### config.mk
export PLATFORM = sky130hd
export DESIGN_NAME = conv_layer_scheduler
export DESIGN_NICKNAME = d
export VERILOG_FILES = /design/src/rtl/conv_layer_scheduler.sv
export SDC_FILE = /design/constraint.sdc
export NUM_CORES = 1
export LEC_CHECK = 0
export CAP_MARGIN = 15
export CORE_MARGIN = 3
export CORE_UTILIZATION = 40
export CTS_BUF_LIST = sky130_fd_sc_hd__clkbuf_8 sky130_fd_sc_hd__clkbuf_16
export CTS_CLUSTER_DIAMETER = 120
export DETAILED_ROUTE_END_ITERATION = 6
export GPL_TIMING_DRIVEN = 0
export PLACE_DENSITY = 0.68
export SYNTH_ARGS = -nofsm -noshare
export SYNTH_HDL_FRONTEND = slang
export SYNTH_SLANG_ARGS = --single-unit
### constraint.sdc
create_clock -name clk -period 3.5 [get_ports clk]
set_clock_uncertainty 0.15 [all_clocks]
set_input_delay 0.35 -clock clk [delete_from_list [all_inputs] [get_ports clk]]
set_output_delay 0.35 -clock clk [all_outputs]
set_load 0.1 [all_outputs]
### src/rtl/conv_layer_scheduler.sv
`default_nettype none
// ============================================================================
// Module   : conv_layer_scheduler
// Purpose  : Runs one conv layer by driving the per-output-group conv
//            controller once per output group. For each group it sets the
//            group's weight base address, rewinds the input stream, pulses
//            go, waits for done, then requests output writeback.
// Options  : `define CONV_SCHED_PERF_EN adds the perf_cycles and
//            perf_wb_stall performance counters.
// Revision : 1.0 - initial release
// ============================================================================
module conv_layer_scheduler #(
  parameter int WT_ADDR_WIDTH   = 12,
  parameter int BIAS_ADDR_WIDTH = 7,
  parameter int CI_WIDTH        = 10
) (
  input  logic                       clk,
  input  logic                       rst,
  input  logic                       start,
  input  logic                       abort,
  input  logic [CI_WIDTH-1:0]        cfg_ci_groups,
  input  logic [BIAS_ADDR_WIDTH:0]   cfg_co_groups,
  input  logic [WT_ADDR_WIDTH-1:0]   cfg_wt_base,
  output logic                       busy,
  output logic                       done,
  output logic                       cfg_err,
  output logic                       cc_go,
  output logic [CI_WIDTH-1:0]        cc_ci_groups,
  output logic [BIAS_ADDR_WIDTH-1:0] cc_output_group,
  output logic [WT_ADDR_WIDTH-1:0]   cc_wt_base_addr,
  input  logic                       cc_busy,
  input  logic                       cc_done,
  output logic                       in_rewind,
  input  logic                       in_rewind_ack,
  output logic                       wb_req,
  input  logic                       wb_ack
`ifdef CONV_SCHED_PERF_EN
  ,
  output logic [31:0]                perf_cycles,
  output logic [31:0]                perf_wb_stall
`endif
);

  typedef enum logic [2:0] {
    S_IDLE   = 3'd0,
    S_SETUP  = 3'd1,
    S_REWIND = 3'd2,
    S_LAUNCH = 3'd3,
    S_RUN    = 3'd4,
    S_WB     = 3'd5,
    S_FIN    = 3'd6
  } state_t;

  // Largest legal group count is 2^BIAS_ADDR_WIDTH.
  localparam logic [BIAS_ADDR_WIDTH:0] CO_MAX = {1'b1, {BIAS_ADDR_WIDTH{1'b0}}};
  localparam logic [BIAS_ADDR_WIDTH:0] CO_ONE = {{BIAS_ADDR_WIDTH{1'b0}}, 1'b1};

  state_t                     state_q, state_d;
  logic [BIAS_ADDR_WIDTH-1:0] og_q, og_d;
  logic [WT_ADDR_WIDTH-1:0]   acc_q, acc_d;
  logic [CI_WIDTH-1:0]        ci_q, ci_d;
  logic [BIAS_ADDR_WIDTH:0]   co_q, co_d;
  logic                       cfg_err_q, cfg_err_d;
  logic                       cfg_illegal;
  logic                       last_group;

  assign cfg_illegal = (cfg_ci_groups == '0) || (cfg_co_groups == '0) ||
                       (cfg_co_groups > CO_MAX);
  assign last_group  = ({1'b0, og_q} == (co_q - CO_ONE));

  // Group index and address accumulator double as the controller-facing
  // outputs, so they only move on start and on the WB->SETUP step.
  assign busy            = (state_q != S_IDLE);
  assign cfg_err         = cfg_err_q;
  assign cc_ci_groups    = ci_q;
  assign cc_output_group = og_q;
  assign cc_wt_base_addr = acc_q;

  // Next-state and pulse outputs; abort overrides everything outside IDLE.
  always_comb begin
    state_d   = state_q;
    og_d      = og_q;
    acc_d     = acc_q;
    ci_d      = ci_q;
    co_d      = co_q;
    cfg_err_d = cfg_err_q;
    cc_go     = 1'b0;
    in_rewind = 1'b0;
    wb_req    = 1'b0;
    done      = 1'b0;
    if (abort && (state_q != S_IDLE)) begin
      state_d = S_IDLE;
    end else begin
      case (state_q)
        S_IDLE: begin
          if (start) begin
            cfg_err_d = cfg_illegal;
            if (cfg_illegal) begin
              // Bad config: skip straight to the done pulse.
              state_d = S_FIN;
            end else begin
              state_d = S_SETUP;
              og_d    = '0;
              acc_d   = cfg_wt_base;
              ci_d    = cfg_ci_groups;
              co_d    = cfg_co_groups;
            end
          end
        end
        S_SETUP: begin
          in_rewind = 1'b1;
          state_d   = S_REWIND;
        end
        S_REWIND: begin
          if (in_rewind_ack) state_d = S_LAUNCH;
        end
        S_LAUNCH: begin
          if (!cc_busy) begin
            cc_go   = 1'b1;
            state_d = S_RUN;
          end
        end
        S_RUN: begin
          if (cc_done) state_d = S_WB;
        end
        S_WB: begin
          wb_req = 1'b1;
          if (wb_ack) begin
            if (last_group) begin
              state_d = S_FIN;
            end else begin
              state_d = S_SETUP;
              og_d    = og_q + BIAS_ADDR_WIDTH'(1);
              // Incremental address: wraps modulo the weight address space.
              acc_d   = acc_q + WT_ADDR_WIDTH'(ci_q);
            end
          end
        end
        S_FIN: begin
          done    = 1'b1;
          state_d = S_IDLE;
        end
        default: state_d = S_IDLE;
      endcase
    end
  end

  // State and latched-config registers.
  always_ff @(posedge clk) begin
    if (rst) begin
      state_q   <= S_IDLE;
      og_q      <= '0;
      acc_q     <= '0;
      ci_q      <= '0;
      co_q      <= '0;
      cfg_err_q <= 1'b0;
    end else begin
      state_q   <= state_d;
      og_q      <= og_d;
      acc_q     <= acc_d;
      ci_q      <= ci_d;
      co_q      <= co_d;
      cfg_err_q <= cfg_err_d;
    end
  end

`ifdef CONV_SCHED_PERF_EN
  logic [31:0] perf_cycles_q, perf_cycles_d;
  logic [31:0] perf_wb_stall_q, perf_wb_stall_d;

  assign perf_cycles   = perf_cycles_q;
  assign perf_wb_stall = perf_wb_stall_q;

  // Saturating counters, cleared on every accepted start.
  always_comb begin
    perf_cycles_d   = perf_cycles_q;
    perf_wb_stall_d = perf_wb_stall_q;
    if ((state_q == S_IDLE) && start) begin
      perf_cycles_d   = '0;
      perf_wb_stall_d = '0;
    end else begin
      if (busy && (perf_cycles_q != '1))
        perf_cycles_d = perf_cycles_q + 32'd1;
      if ((state_q == S_WB) && !wb_ack && (perf_wb_stall_q != '1))
        perf_wb_stall_d = perf_wb_stall_q + 32'd1;
    end
  end

  // Performance counter registers.
  always_ff @(posedge clk) begin
    if (rst) begin
      perf_cycles_q   <= '0;
      perf_wb_stall_q <= '0;
    end else begin
      perf_cycles_q   <= perf_cycles_d;
      perf_wb_stall_q <= perf_wb_stall_d;
    end
  end
`endif

endmodule
`default_nettype wire

==> flow_metrics.tcl <==
set metrics [dict create \
    outcome "completed" \
    die_area_um2 7680 \
    yosysTopAreaCellShare_pct 30.8 \
    slew_violations 0 \
    wire_per_inst_um 15.4 \
    swShare_pct 49.0 \
    ys_top_cells_by_area "dfxtp_1 31%, nor2_1 7.6%, mux2i_1 7.1%" \
    clk_pin_slew_worst_paths_ns 0.08 \
    pwr-share-comb_pct 56.0 \
    die_h_um 87.6 \
    synth_cell_type_count 56 \
    drt_pass1_iterations 4 \
    tightest_slew_ns 0.998 \
    post-cts-setup-buffer-count 0 \
    wl_mm 7.42 \
    final_nets 455 \
    p_int_mw 1.20 \
    synthArstFlopShare_pct 0 \
    routed_via_density 5.38 \
    ys.flop_type "dfxtp_1" \
    whs_endpoint "cfg_err" \
    grt_max_degree 13 \
    reg2reg_depth 10 \
    relSlewSlack_pct 33.2 \
    layout-drive-gt1-share_pct 6.91 \
    whs_ns 0.323 \
    switchingPower_mw 1.15 \
    pwr-share-seq_pct 27.0 \
    critPathLaunchType "flip-flop" \
    hold_violations 0 \
    grt_pass1_wl_mm 12.4 \
    io_buffer_count 72 \
    fp.dieW_um 87.6 \
    clock_latency_ns 0.30 \
    drt_iter0_drc 87 \
    hold_class "reg2reg" \
    core_area_um2 6390 \
    worstSetupPathType "reg2out" \
    row_count 29 \
    reg2reg_slack_ns 0.66 \
    yosys_warnings 0 \
    cp.arrival_ns 2.53 \
    grt_pass1_vias 2551 \
    antenna_cells 0 \
    clkPwrFrac_pct 17.1 \
    grt_use_total_pct 20.5 \
    area_delta_synth_final_pct 35.3 \
    vias 2594 \
    cts_tree "done" \
    synth-edff-count 0 \
    fin_crit_ns 3.03 \
    hp-start "cfg_err" \
    final.period_utilization_pct 86.6 \
    powerDensity_nw_per_um2 653 \
    final_area_um2 3600 \
    leakagePower_nw 1.43 \
    numClockSinks 41 \
    drc 0 \
    cap_viol_max_count 0 \
    cts-htree-levels 2 \
    post-dp-hpwl_mm 5.66 \
    regArea_um2 821 \
    clock_path_buffers 2 \
    globalplace.congestion 0.875 \
    postRouteAntennaNets 0 \
    netlist_area_um2 2670 \
    worstReg2RegEnd "cc_wt_base_addr[7]" \
    ys_seq_elements 41 \
    cts-resized-gates 0 \
    setup_viol 0 \
    timing.fmax_ghz 0.330 \
    grt-ovfl-total 0 \
    ctsHoldBuffers 0 \
    cts-buffers-inserted 5 \
    antenna_found_initial 0 \
    setup_tns_ns 0 \
    end_kind "output port" \
    avgSynthCellArea_um2 8.20 \
    place_area_um2 3490 \
    vdd.ir_drop.worst_v 0.000333 \
    reg2reg_from "co_q[0]" \
    fill_cells 621 \
    start_util_pct 41.7 \
    syn_nets 376 \
    post_synth_inst_count 325 \
    grt_setup_unrepaired "no" \
    multi_input_area_um2 1740 \
    seq_area_frac_synth_pct 30.8 \
    crit_required_ns 3.00 \
    ios 73 \
    synth_top_cell_by_area "dfxtp_1" \
    hold_path_depth 1 \
    critPathMaxFanout 10 \
    root_buffer "clkbuf_8" \
]
## worst max-delay path by stage
stage,endpoint,cells after the start,startpoint,slack [ns]
floorplan,cc_go,3,state_q[1],0.21
global placement,cc_ci_groups[7],8,cfg_ci_groups[9],0.52
detailed placement,co_q[6],8,cfg_ci_groups[9],0.51
CTS,in_rewind,3,state_q[0],0.45
global route,in_rewind,3,state_q[0],0.28
finish,in_rewind,3,state_q[0],0.47
## area by class of cell
cell class | instances | area share [%]
Sequential cell | 41 | 22.8
Clock buffer | 6 | 2.29
Buffer | 16 | 2.08
Tap cell | 77 | 2.67
Clock inverter | 2 | 0.937
Multi-Input combinational cell | 258 | 48.2
Inverter | 10 | 1.04
Timing Repair Buffer | 72 | 20.0
## cells in the final DEF (no fill, tap or decap), types with 4 or more instances in the layout
master | Yosys | routed
nor2b_1 | 6 | 6
a21oi_1 | 20 | 20
or3_1 | 6 | 6
o21ai_0 | 5 | 5
clkdlybuf4s50_1 | 0 | 72
nand4_1 | 4 | 4
xnor2_1 | 11 | 11
nand2_1 | 27 | 27
mux2i_1 | 19 | 19
clkbuf_1 | 9 | 9
nand3_1 | 5 | 5
dfxtp_1 | 41 | 41
inv_1 | 10 | 11
clkbuf_8 | 0 | 6
a311oi_2 | 4 | 4
xor2_1 | 8 | 8
a211oi_2 | 5 | 5
nor2_1 | 54 | 54
ha_1 | 12 | 12
nor3_1 | 12 | 12
nor4_1 | 5 | 5
o21ai_1 | 4 | 4
nand2b_1 | 5 | 5
## state kept, by name, indices dropped and copies added (netlist names)
signal	count
cc_ci_groups	10
co_q	8
cfg_err	1
cc_output_group	7
state_q	3
cc_wt_base_addr	12
## critical path, cell delays in order (launching register included)
cell	delay [ns]
dfxtp_1	0.45
clkbuf_1	0.35
nor4b_2	0.26
clkdlybuf4s50_1	1.16
## synth_stat cells (all sizes together), types with 3 or more instances
cell    instances
a211oi          7
a21boi          3
a21oi          20
a311oi          4
buf             7
clkbuf          9
dfxtp          41
ha             12
inv            10
mux2i          19
nand2          27
nand2b          5
nand3           5
nand4           4
nor2           55
nor2b           6
nor3           12
nor4            6
o211ai          3
o21a            3
o21ai           9
or3             6
xnor2          11
xor2            8
## through the flow
step	instances	total power, mW	util [%]	worst slack [ns]
2_1_floorplan	325	1.65	-	0.212
3_3_place_gp	474	1.94	54.6	0.516
3_5_place_dp	474	1.96	54.6	0.507
4_1_cts	482	2.37	56.4	0.446
5_1_grt	482	2.49	56.4	0.277
6_report	482	2.35	56.4	0.471
## logic make-up after synthesis
group	Yosys count	synth area share (%)
AO/OA/AOI/OAI	66	19.1
adder cells (fa/ha/maj)	13	6.38
XOR/XNOR	19	6.24
buffers and inverters	26	4.23
AND/OR/NAND/NOR	141	26.2
multiplexers	19	7.14
flip-flops	41	30.8
## power groups by stage
stage | logic [mW] | clock network, mW | registers [mW]
floorplan | 0.669 | 0 | 0.983
global placement | 1.30 | 0 | 0.643
detailed placement | 1.32 | 0 | 0.645
CTS | 1.32 | 0.411 | 0.635
global route | 1.41 | 0.426 | 0.649
finish | 1.32 | 0.401 | 0.634
## routing by layer
layer | vias up | global-route usage, % | wire length (um)
met4 | 0 | 5.16 | 99
met2 | 79 | 34.5 | 3520
li1 | 1313 | - | -
met5 | - | 0 | 0
met3 | 8 | 3.57 | 387
met1 | 1194 | 27.1 | 3410
Note: power is estimated with default switching activity, not from simulation.
